==> src/rtl/rv32i_ctrl_pkg.sv <==
// Shared encodings for the multi-cycle RV32I control path.
// Opcodes, ALUOp codes, ALU B-select codes, FSM states, control word.
package rv32i_ctrl_pkg;

  localparam logic [6:0] OP_RTYPE  = 7'b0110011;
  localparam logic [6:0] OP_LOAD   = 7'b0000011;
  localparam logic [6:0] OP_STORE  = 7'b0100011;
  localparam logic [6:0] OP_BRANCH = 7'b1100011;

  localparam logic [1:0] ALUOP_ADD   = 2'b00;
  localparam logic [1:0] ALUOP_SUB   = 2'b01;
  localparam logic [1:0] ALUOP_FUNCT = 2'b10;

  localparam logic [1:0] SRCB_RS2  = 2'b00;
  localparam logic [1:0] SRCB_FOUR = 2'b01;
  localparam logic [1:0] SRCB_IMM  = 2'b10;

  typedef enum logic [3:0] {
    S_IDLE      = 4'd0,
    S_FETCH     = 4'd1,
    S_DECODE    = 4'd2,
    S_EXEC_R    = 4'd3,
    S_R_WB      = 4'd4,
    S_MEM_ADDR  = 4'd5,
    S_MEM_READ  = 4'd6,
    S_MEM_WB    = 4'd7,
    S_MEM_WRITE = 4'd8,
    S_BRANCH    = 4'd9,
    S_ILLEGAL   = 4'd10
  } state_t;

  typedef struct packed {
    logic       pc_write;
    logic       pc_write_cond;
    logic       pc_source;
    logic       i_or_d;
    logic       mem_read;
    logic       mem_write;
    logic       ir_write;
    logic       mem_to_reg;
    logic       reg_write;
    logic       alu_src_a;
    logic [1:0] alu_src_b;
    logic [1:0] alu_op;
    logic       illegal_insn;
  } ctrl_t;

endpackage

==> src/rtl/mc_ctrl_decode.sv <==
// Pure state-to-control-word decode for the multi-cycle FSM.
// MC_ILLEGAL_TRAP_EN makes the ILLEGAL state raise illegal_insn.
module mc_ctrl_decode
  import rv32i_ctrl_pkg::*;
(
  input  logic [3:0] i_state,
  output ctrl_t      o_ctrl
);

  ctrl_t w_c;

  always_comb begin
    w_c = '0;
    unique case (state_t'(i_state))
      S_FETCH: begin
        w_c.mem_read  = 1'b1;
        w_c.ir_write  = 1'b1;
        w_c.pc_write  = 1'b1;
        w_c.alu_src_b = SRCB_FOUR;
        w_c.alu_op    = ALUOP_ADD;
      end
      S_DECODE: begin
        w_c.alu_src_b = SRCB_IMM;
        w_c.alu_op    = ALUOP_ADD;
      end
      S_EXEC_R: begin
        w_c.alu_src_a = 1'b1;
        w_c.alu_src_b = SRCB_RS2;
        w_c.alu_op    = ALUOP_FUNCT;
      end
      S_R_WB: begin
        w_c.reg_write = 1'b1;
      end
      S_MEM_ADDR: begin
        w_c.alu_src_a = 1'b1;
        w_c.alu_src_b = SRCB_IMM;
        w_c.alu_op    = ALUOP_ADD;
      end
      S_MEM_READ: begin
        w_c.mem_read = 1'b1;
        w_c.i_or_d   = 1'b1;
      end
      S_MEM_WB: begin
        w_c.reg_write  = 1'b1;
        w_c.mem_to_reg = 1'b1;
      end
      S_MEM_WRITE: begin
        w_c.mem_write = 1'b1;
        w_c.i_or_d    = 1'b1;
      end
      S_BRANCH: begin
        w_c.alu_src_a     = 1'b1;
        w_c.alu_src_b     = SRCB_RS2;
        w_c.alu_op        = ALUOP_SUB;
        w_c.pc_write_cond = 1'b1;
        w_c.pc_source     = 1'b1;
      end
      S_ILLEGAL: begin
`ifdef MC_ILLEGAL_TRAP_EN
        w_c.illegal_insn = 1'b1;
`else
        w_c.illegal_insn = 1'b0;
`endif
      end
      default: w_c = '0;
    endcase
  end

  assign o_ctrl = w_c;

endmodule

==> src/rtl/multicycle_control.sv <==
// Main control FSM of the multi-cycle RV32I core.
// MC_ILLEGAL_TRAP_EN: unknown opcodes lock up in ILLEGAL instead of NOP.
module multicycle_control
  import rv32i_ctrl_pkg::*;
#(
  parameter int STATE_W = 4
) (
  input  logic               clk,
  input  logic               rst_n,
  input  logic [6:0]         opcode,
  input  logic               mem_ready,
  output logic               pc_write,
  output logic               pc_write_cond,
  output logic               pc_source,
  output logic               i_or_d,
  output logic               mem_read,
  output logic               mem_write,
  output logic               ir_write,
  output logic               mem_to_reg,
  output logic               reg_write,
  output logic               alu_src_a,
  output logic [1:0]         alu_src_b,
  output logic [1:0]         alu_op,
  output logic               illegal_insn,
  output logic [STATE_W-1:0] state
);

  state_t r_state;
  state_t w_next;
  ctrl_t  w_ctrl;

  always_ff @(posedge clk or negedge rst_n) begin
    if (!rst_n) r_state <= S_IDLE;
    else        r_state <= w_next;
  end

  always_comb begin
    w_next = S_IDLE;
    unique case (r_state)
      S_IDLE:   w_next = S_FETCH;
      S_FETCH:  w_next = mem_ready ? S_DECODE : S_FETCH;
      S_DECODE: begin
        unique case (opcode)
          OP_RTYPE:           w_next = S_EXEC_R;
          OP_LOAD, OP_STORE:  w_next = S_MEM_ADDR;
          OP_BRANCH:          w_next = S_BRANCH;
          default:            w_next = S_ILLEGAL;
        endcase
      end
      S_EXEC_R:    w_next = S_R_WB;
      S_R_WB:      w_next = S_FETCH;
      S_MEM_ADDR:  w_next = (opcode == OP_LOAD) ? S_MEM_READ : S_MEM_WRITE;
      S_MEM_READ:  w_next = mem_ready ? S_MEM_WB : S_MEM_READ;
      S_MEM_WB:    w_next = S_FETCH;
      S_MEM_WRITE: w_next = mem_ready ? S_FETCH : S_MEM_WRITE;
      S_BRANCH:    w_next = S_FETCH;
`ifdef MC_ILLEGAL_TRAP_EN
      S_ILLEGAL:   w_next = S_ILLEGAL;
`else
      S_ILLEGAL:   w_next = S_FETCH;
`endif
      default:     w_next = S_IDLE;
    endcase
  end

  mc_ctrl_decode u_decode (
    .i_state (r_state),
    .o_ctrl  (w_ctrl)
  );

  // Only FETCH sets ir_write/pc_write, so gating them always is safe.
  always_comb begin
    pc_write      = w_ctrl.pc_write & mem_ready;
    ir_write      = w_ctrl.ir_write & mem_ready;
    pc_write_cond = w_ctrl.pc_write_cond;
    pc_source     = w_ctrl.pc_source;
    i_or_d        = w_ctrl.i_or_d;
    mem_read      = w_ctrl.mem_read;
    mem_write     = w_ctrl.mem_write;
    mem_to_reg    = w_ctrl.mem_to_reg;
    reg_write     = w_ctrl.reg_write;
    alu_src_a     = w_ctrl.alu_src_a;
    alu_src_b     = w_ctrl.alu_src_b;
    alu_op        = w_ctrl.alu_op;
    illegal_insn  = w_ctrl.illegal_insn;
  end

  assign state = STATE_W'(r_state);

endmodule
==> config.mk <==
export PLATFORM = sky130hd
export DESIGN_NAME = multicycle_control
export DESIGN_NICKNAME = d
export VERILOG_FILES = /design/src/rtl/rv32i_ctrl_pkg.sv /design/src/rtl/mc_ctrl_decode.sv /design/src/rtl/multicycle_control.sv
export SDC_FILE = /design/constraint.sdc
export NUM_CORES = 1
export LEC_CHECK = 0
export BUFFER_PORTS_ARGS = -buffer_cell sky130_fd_sc_hd__buf_2
export CAP_MARGIN = 20
export CORE_AREA = 2 2 39 41
export DETAILED_ROUTE_END_ITERATION = 7
export DIE_AREA = 0 0 41 43
export PLACE_DENSITY_LB_ADDON = 0.25
export SYNTH_ARGS = -nofsm -noshare
export SYNTH_HDL_FRONTEND = slang
export SYNTH_SLANG_ARGS = --single-unit
export TNS_END_PERCENT = 10
==> constraint.sdc <==
create_clock -name clk -period 3.1 [get_ports clk]
set_input_delay 0.62 -clock clk [delete_from_list [all_inputs] [get_ports clk]]
set_output_delay 0.62 -clock clk [all_outputs]
set_load 0.005 [all_outputs]
### Word level (Yosys, flattened, before mapping)

Index checks and enable logic that the tools add are counted.

| word-level totals | value |
|---|---|
| bits in registers | 4 |
| output and inout port bits | 19 |
| input bits | 10 |

| operators by class | value |
|---|---|
| eq/ne operators | 14 |
| reduce and logical (&&, ||, !) cells | 8 |
| multiplexer cells | 15 |
| bitwise gates (word level) | 1 |

Operators by type and width:

| cell | number |
|---|---|
| case mux 4 bit (7 select lines) | 1 |
| == test 4 x 3 -> 1 bit (second input constant) | 4 |
| case mux 4 bit (4 select lines) | 1 |
| == test 7 x 6 -> 1 bit (second input constant) | 2 |
| == test 4 bit (second input constant) | 3 |
| case mux 4 bit (3 select lines) | 1 |
| OR reduction 2 bit | 5 |
| == test 4 x 2 -> 1 bit (second input constant) | 2 |
| two-way mux 1 bit | 8 |
| two-way mux 4 bit | 2 |
| == test 7 x 2 -> 1 bit (second input constant) | 1 |
| == test 7 bit (second input constant) | 1 |
| OR reduction 5 bit | 1 |
| == test 4 x 1 -> 1 bit (second input constant) | 1 |
| zero test 4 bit | 1 |
| two-way mux 2 bit | 2 |
| OR reduction 3 bit | 1 |
| bitwise AND 1 bit | 1 |

### Depth between registers and ports, before layout

Gate-level depths: netlist (run 1).

| logic depth | value |
|---|---|
| word-level depth | 4 |
| gate-level depth with buffers | 5 |
| depth with buffers taken out | 4 |

### By module

Synthesis (run 1) repeated with hierarchy kept, for this count alone.

| second synthesis, totals | value |
|---|---|
| cell total of the unflattened synthesis | 71 |
| area, all modules | 554.3 µm² |

Modules (own cells, without submodules):

| module | instances | area each (µm²) | cells an instance | sequential area each (µm²) |
|---|---|---|---|---|
| multicycle_control | 1 | 345.3 | 40 | 100.1 |
| mc_ctrl_decode | 1 | 209.0 | 31 | 0.0 |

### Worst setup path before layout (run 1)

OpenSTA, ideal clock, no wires.

| path | value |
|---|---|
| kind | flip-flop to output port |
| start | reg r_state[1], in the netlist state[1] |
| end | out pc_write_cond |
| data arrival time | 1181 ps |
| setup slack | 1299 ps |
| stages on the path, launching flop included | 5 |
| buffers on the path | 2 |
| path through | dfrtp_1 -> buf_6 -> nand2b_4 -> nor3b_1 -> buf_4 |

| on the way | value |
|---|---|
| word-level cells in the longest chain between the ends | 2 |

RTL lines:

| what | line | source |
|---|---|---|
| start, declared | multicycle_control.sv:28 | `state_t r_state;` |
| start signal, assigned | multicycle_control.sv:34 | `else r_state <= w_next;` |
| == test 4 bit | mc_ctrl_decode.sv:14 | `unique case (state_t'(i_state))` |
| two-way mux 2 bit | mc_ctrl_decode.sv:14 |  |
| end, declared | multicycle_control.sv:13 | `output logic pc_write_cond,` |

Every way passes these cells.

### Worst setup path in the final report (run 1)

| path | value |
|---|---|
| start | reg r_state[0], in the netlist state[0] |
| end | out alu_src_b[1] |

| on the way | value |
|---|---|
| word-level cells in the longest chain between the ends | 3 |
| elaborated cells on any way between the ends | 7 |
| those cells by class | eq/ne (5); mux (1); reduce/logical (1) |

RTL lines:

| what | line | source |
|---|---|---|
| == test 4 x 2 -> 1 bit / == test 4 x 3 -> 1 bit (equally long branches) | mc_ctrl_decode.sv:14 |  |
| OR reduction 2 bit (no line) | - |  |
| case mux 4 bit (4 select lines) (*) | mc_ctrl_decode.sv:14 |  |
| end, declared | multicycle_control.sv:22 | `output logic [1:0] alu_src_b,` |

Mark *: on every way between the ends. The rest lies on a longest branch, timed or not.

==> results of run 1 <==
worst max path at each step:
stage	startpoint	cells after the start	slack [ns]	endpoint
detailed placement	state[0]	5	1.24	alu_src_b[1]
floorplan	state[1]	4	1.30	pc_write_cond
global route	state[2]	3	0.88	reg_write
CTS	state[0]	5	0.97	alu_src_b[1]
finish	state[0]	5	0.97	alu_src_b[1]
global placement	state[0]	5	1.26	alu_src_b[1]
report_power, final:
part	leakage [nW]	internal, mW	switching (mW)
Clock	0.0138	0.0432	0.0195
Sequential	0.0513	0.0724	0.0801
Combinational	0.265	0.155	0.137
Total	0.330	0.271	0.237
layout make-up:
cell class,instances,area (µm²),area share (%)
Sequential cell,4,100,15.4
Inverter,2,7.51,1.15
Tap cell,16,20.0,3.08
Clock buffer,3,22.5,3.46
Timing Repair Buffer,27,135,20.8
Multi-Input combinational cell,54,365,56.2
worst max-delay path: stages (launching register included):
cell and delay [ns]:
dfrtp_1 0.57, nand2b_1 0.22, nor2_1 0.06, a21oi_1 0.23, nor2_1 0.06, buf_2 0.14
per-stage QoR:
stage                     instances  worst slack, ns
after floorplan                  68             1.30
after global placement          103             1.26
after detailed placement        103             1.24
after CTS                       106            0.974
after global routing            106            0.881
final                           106            0.965
placed cells by master (no fill, tap or decap), types with 3 or more instances in the layout:
master | Yosys | final
nand2_1 | 4 | 4
nor3_1 | 7 | 7
o21ai_0 | 3 | 3
dfrtp_1 | 4 | 4
clkbuf_4 | 0 | 3
nand2b_1 | 3 | 3
a21oi_1 | 4 | 4
nor2_1 | 11 | 11
buf_2 | 3 | 27
metal layers:
metal	GRT usage [%]	vias up	wire length [µm]
met5	0	-	0
met4	12.0	0	14
met3	2.09	2	54
met2	26.3	21	643
met1	18.2	236	547
li1	-	284	-
kinds of logic (layout without fill, tap and decap cells):
family          Yosys count  after routing
fa+ha+maj                 1              1
buf+inv                  10             32
simple gates             38             38
other cells               1              1
flops                     4              4
compound gates           14             14
==> results.ini, run 1 <==
[timing]
setup_tns_ns=0
period_share_pct=68.9
hold_viol_final=0
drv_slew=0
period_needed_ns=2.13
setup_viol=0
holdWs_ns=0.182
clock.fmax_mhz=468
worstMarginPinSlew_ns=0.557
finClkSkew_ns=0.00391
slew_headroom_pct=62.8
rsz0062_at_grt=no

[global_route]
grt_pass1_vias=451
grt_pass1_wl_um=1930
grt_overflow=0
grt_antenna_before_repair=0
grt_start_max_net_pins=21
grt_usage_pct=16.3

[routing]
post_drt_wl_per_cell_um=11.9
first_iter_violations=8
routed_wl_um=1260
ant_nets=0
vias=543
drc=0
firstDrtPassIters=4
avgViaCountPerCell=5.12

[floorplanning]
initial_core_util_pct=38.5
io_pins=29
dieArea_um2=1760
dieHeight_um=43
rows=14
core-area_um2=1380
die_w_um=41

[cts]
cts_tree=yes
numCtsBuffers=3
clockBufferDepth=2
clk_pin_slew_ns=0.04
insertion_delay_ns=0.23
hold_buffers=0
clock_sinks=4
htree_levels=1
clockRootBuffer=clkbuf_4
post-cts-setup-buffer-count=0
cts-resized-gates=0

[logic_synthesis]
synth_edf_count=0
avgSynthCellArea_um2=7.84
yosys-top-cells-count=11 x nor2_1, 7 x nor3_1, 4 x a21oi_1, 4 x dfrtp_1, 4 x nand2_1
ys_types=29
synth_top_area_cell=dfrtp_1
synth_ff_type=dfrtp_1
muxShareOfSynthArea_pct=0
synth_nets=78
synth_most_common_cell=nor2_1
synth_seq_cells=4
yosys.area_share.simple_pct=44.4
yosysWarningCount=0
synthesis.instances=68
synth_adder_area_share_pct=2.11
synthTopCellsByArea=dfrtp_1 19%, nor2_1 7.7%, nor3_1 6.6%
seq_area_frac_synth_pct=18.8
synth_top_family_by_area=simple AND/OR/NAND/NOR gates
synthesis.area_um2=533
synth-async-reset-ratio_pct=100
synth_top_area_share_pct=18.8
synthXorXnorAreaFrac_pct=0
synth_compound_area_share_pct=21.4

[worst_setup_path]
timing.rr.end=state[1]
crit_type=reg -> out
crit_arrival_ns=1.51
r2r_start=state[2]
cp_max_fo=11
reg2reg_slack_ns=1.74
end_kind=output pin
crit_required_ns=2.48
reg2regPathDepth=3
startpoint_type=register

[power_and_ir_drop]
p_per_area_nw_per_um2=780
leakagePower_nw=0.330
power.total_mw=0.507
vdd_drop_max_mv=0.265

[outcome]
status=finished, final reports clean

[finish]
fillers=147
num_antenna_cells=0
largest_reg_flops=4
syn_to_final_growth_pct=22.1
fin_area_um2=651
nNetsFinal=102
utilization_pct=47.0
drive_above_1_share_pct=41.1

[run]
cap_violations=0

[place]
post_dp_cell_area_um2=628
io_buffers=27
gp_congestion=0.824

[worst_hold_path]
hp-class=in -> async

No activity file was read; power rests on OpenSTA's default activity.
==> inputs of run 2 (changes only) <==
==> constraint.sdc (replaced) <==
create_clock -name clk -period 1.98 [get_ports clk]
set_input_delay 0.396 -clock clk [delete_from_list [all_inputs] [get_ports clk]]
set_output_delay 0.396 -clock clk [all_outputs]
set_load 0.005 [all_outputs]
==> results.ini, run 2 (synthesized netlist as in run 1, its figures left out) <==
[finish]
syn_to_final_growth_pct=24.4
num_antenna_cells=0
largest_reg_flops=4
final_cell_mix=27 x buf_2, 11 x nor2_1, 7 x nor3_1, 4 x nand2_1, 4 x a21oi_1
final_common_cell=buf_2
drive_above_1_share_pct=42.9
utilization_pct=47.9
fin_area_um2=663
nNetsFinal=103

[timing]
setup_tns_ns=0
finClkSkew_ns=0.00158
hold_viol_final=0
drv_slew=0
holdWs_ns=0.492
period_needed_ns=1.86
setup_viol=0
clock.fmax_mhz=538
rsz0062_at_grt=no
period_share_pct=94.0

[global_route]
grt_antenna_before_repair=0
grt_start_max_net_pins=21
grt_usage_pct=18.2
grt_overflow=0
grt_pass1_vias=495
grt_pass1_wl_um=2180

[worst_setup_path]
cp_max_fo=11
end_kind=output pin
slowest_delay_ns=0.56
slowest_stage=dfrtp_1
reg2reg_slack_ns=0.65
crit_required_ns=1.58
startpoint_type=register
reg2regPathDepth=4
crit_top_cell=nor2_1
crit_type=reg -> out
path_cells=nand2b_1 -> nor2_1 -> a21oi_1 -> nor2_1 -> buf_2
crit_arrival_ns=1.46

[floorplanning]
rows=14
dieHeight_um=43
core-area_um2=1380
dieArea_um2=1760
io_pins=29
initial_core_util_pct=38.5
die_w_um=41

[routing]
firstDrtPassIters=4
first_iter_violations=10
post_drt_wl_per_cell_um=11.9
vias=564
avgViaCountPerCell=5.27
routed_wl_um=1270
ant_nets=0
drc=0

[outcome]
status=finished, final reports clean

[place]
gp_congestion=0.825
post_dp_cell_area_um2=628
place_hpwl_um=949
io_buffers=27

[power_and_ir_drop]
pwr-share-clk_pct=12.8
power_frac_seq_pct=30.1
vdd_drop_max_mv=0.455
p_int_mw=0.429
p_sw_mw=0.372
power.total_mw=0.801
leakagePower_nw=0.331
p_per_area_nw_per_um2=1210
p_comb_share_pct=57.0
switching_share_pct=46.4

[cts]
insertion_delay_ns=0.24
htree_levels=1
post-cts-setup-buffer-count=0
clockBufferDepth=2
clockRootBuffer=clkbuf_4
clk_pin_slew_ns=0.04
clock_sinks=4
numCtsBuffers=3
cts_tree=yes

[worst_hold_path]
hp-class=in -> async

[run]
cap_violations=0

run 2: cell types whose count changed in the layout (fill, tap and decap cells not counted), sizes merged:
cell	previous run	this run
dlygate4sd3	0	1
run 2: worst max-delay path, delay by kind of cell, from the launching register on:
family	cells	cell delay, ns
buf+inv	1	0.14
compound gates	1	0.21
simple gates	3	0.32
flops	1	0.56
run 2: per-layer routing:
metal  GRT usage (%)  routed length, µm  up-vias
li1                -                  -      288
met1            24.6                581      257
met2            25.0                612       17
met3            3.66                 60        2
met4            12.0                 13        0
met5               0                  0        -
run 2: worst paths after layout:
| check | start | end |
|---|---|---|
| max | state[0] | alu_src_b[1] |
| max reg2reg | state[0] | state[3] |
| min reg2reg | state[1] | state[2] |
| max in group asynchronous | rst_n | state[1] |
| min in group clk | mem_ready | state[3] |
| min | rst_n | state[3] |
run 2: what timing repair did:
item,4_1_cts,5_1_grt
hold buffers,1,0
resized for setup,0,2
setup endpoints to repair,0,4
endpoints found under the hold margin,4,0
run 2: cell type report:
class / count / area (µm²)
Clock buffer: 3 / 22.5
Fill cell: 158 / 721
Inverter: 2 / 7.51
Multi-Input combinational cell: 54 / 365
Sequential cell: 4 / 103
Tap cell: 16 / 20.0
Timing Repair Buffer: 28 / 145
run 2: metrics by stage:
stage	worst slack, ns	std cells
after floorplan	0.403	68
after global placement	0.362	103
after detailed placement	0.344	103
after CTS	0.0946	107
after global routing	0.0216	107
final	0.120	107
run 2: power groups by stage:
stage	registers (mW)	logic, mW	clock network (mW)
6_report	0.241	0.457	0.103
5_1_grt	0.259	0.519	0.112
4_1_cts	0.237	0.463	0.105
3_5_place_dp	0.237	0.460	0
3_3_place_gp	0.238	0.456	0
2_1_floorplan	0.149	0.427	0
==> inputs of run 3 (changes only) <==
--- a/config.mk
+++ b/config.mk
@@ -10,7 +10,7 @@
 export CORE_AREA = 2 2 39 41
 export DETAILED_ROUTE_END_ITERATION = 7
 export DIE_AREA = 0 0 41 43
-export PLACE_DENSITY_LB_ADDON = 0.25
+export PLACE_DENSITY = 0.73
 export SYNTH_ARGS = -nofsm -noshare
 export SYNTH_HDL_FRONTEND = slang
 export SYNTH_SLANG_ARGS = --single-unit
==> results.ini, run 3 (synthesized netlist as in run 1, its figures left out) <==
[outcome]
status=finished, final reports clean

[finish]
final_common_cell=buf_2
nNetsFinal=103
final_cell_mix=27 x buf_2, 11 x nor2_1, 7 x nor3_1, 4 x nand2_1, 4 x a21oi_1
num_antenna_cells=0
largest_reg_flops=4
utilization_pct=47.9
drive_above_1_share_pct=42.9
fin_cells=107
syn_to_final_growth_pct=24.4

[power_and_ir_drop]
power_frac_seq_pct=30.0
vdd_drop_max_mv=0.463
leakagePower_nw=0.331
p_int_mw=0.429
p_per_area_nw_per_um2=1190
p_comb_share_pct=57.9
pwr-share-clk_pct=12.1
p_sw_mw=0.361
power.total_mw=0.790
switching_share_pct=45.7

[floorplanning]
dieHeight_um=43
initial_core_util_pct=38.5
io_pins=29
dieArea_um2=1760
die_w_um=41
core-area_um2=1380
rows=14

[global_route]
grt_usage_pct=16.3
grt_start_max_net_pins=21
grt_overflow=0
grt_antenna_before_repair=0
grt_pass1_vias=487
grt_pass1_wl_um=1990

[timing]
drv_slew=0
setup_viol=0
period_needed_ns=1.82
hold_viol_final=0
clock.fmax_mhz=550
setup_tns_ns=0
rsz0062_at_grt=no
finClkSkew_ns=0.00261
period_share_pct=91.9

[cts]
clockRootBuffer=clkbuf_4
cts_tree=yes
clk_pin_slew_ns=0.04
post-cts-setup-buffer-count=0
htree_levels=1
clock_sinks=4
insertion_delay_ns=0.23
clockBufferDepth=2
numCtsBuffers=3

[worst_setup_path]
cp_max_fo=16
startpoint_type=register
crit_arrival_ns=1.42
startpoint=state[3]
crit_type=reg -> out
r2r_start=state[0]
end_kind=output pin
crit_required_ns=1.58

[place]
dp.cells=103
io_buffers=27
gp_congestion=0.865
place_hpwl_um=930

[routing]
avgViaCountPerCell=5.37
first_iter_violations=6
routed_wl_um=1180
ant_nets=0
post_drt_wl_per_cell_um=11.1
firstDrtPassIters=4
drc=0
vias=575

[worst_hold_path]
hp-class=in -> async

[run]
cap_violations=0

==> run 3: cell counts in the layout (fill, tap and decap cells not counted) <==
No cell type changed its count.
==> run 3: metrics by stage <==
stage	hold slack [ns]	area (µm²)	setup WS [ns]
after floorplan	0.100	533	0.403
after global placement	0.202	628	0.367
after detailed placement	0.202	628	0.370
after CTS	0.500	661	0.110
after global routing	0.515	663	0.0155
final	0.499	663	0.161
==> run 3: metal layers <==
layer  up-vias  routed length (µm)  track usage, %
li1        283                   -               -
met1       267                 550            23.0
met2        25                 540            22.8
met3         0                  92            4.71
met4         0                   0            6.00
met5         -                   0               0
==> run 3: path summary, 6_finish.rpt <==
path | to | slack, ns | cells past startpoint
worst max-delay path | reg_write | 0.16 | 3
worst min-delay path | state[0] | 0.50 | 2
max in group asynchronous | state[2] | 1.35 | 2
worst max register to register | state[3] | 0.61 | 4
worst min register to register | state[2] | 0.72 | 2
min in group clk | state[3] | 0.52 | 4
==> run 3: power by group through the flow <==
stage               registers [mW]  clock network, mW  logic [mW]
global route                 0.255              0.115       0.514
floorplan                    0.149                  0       0.427
CTS                          0.234              0.100       0.461
global placement             0.231                  0       0.455
finish                       0.237             0.0952       0.458
detailed placement           0.235                  0       0.456
==> run 3: worst max-delay path, stage by stage, from the launching register on <==
cell	delay, ns
dfrtp_1	0.52
nand2b_1	0.27
nor3_1	0.25
buf_2	0.16
==> run 3: cell type report <==
| type | count | area, µm² |
|---|---|---|
| inverters | 2 | 7.51 |
| multi-input cells | 54 | 365 |
| well taps | 16 | 20.0 |
| repair buffers | 28 | 145 |
| clock buffers | 3 | 22.5 |
| flip-flops and latches | 4 | 103 |
| fillers | 139 | 721 |
==> run 3: timing repair <==
item / 4_1_cts / 5_1_grt
hold endpoints to repair: 4 / 0
hold buffers: 1 / 0
resized for setup: 0 / 2
setup endpoints to repair: 0 / 5
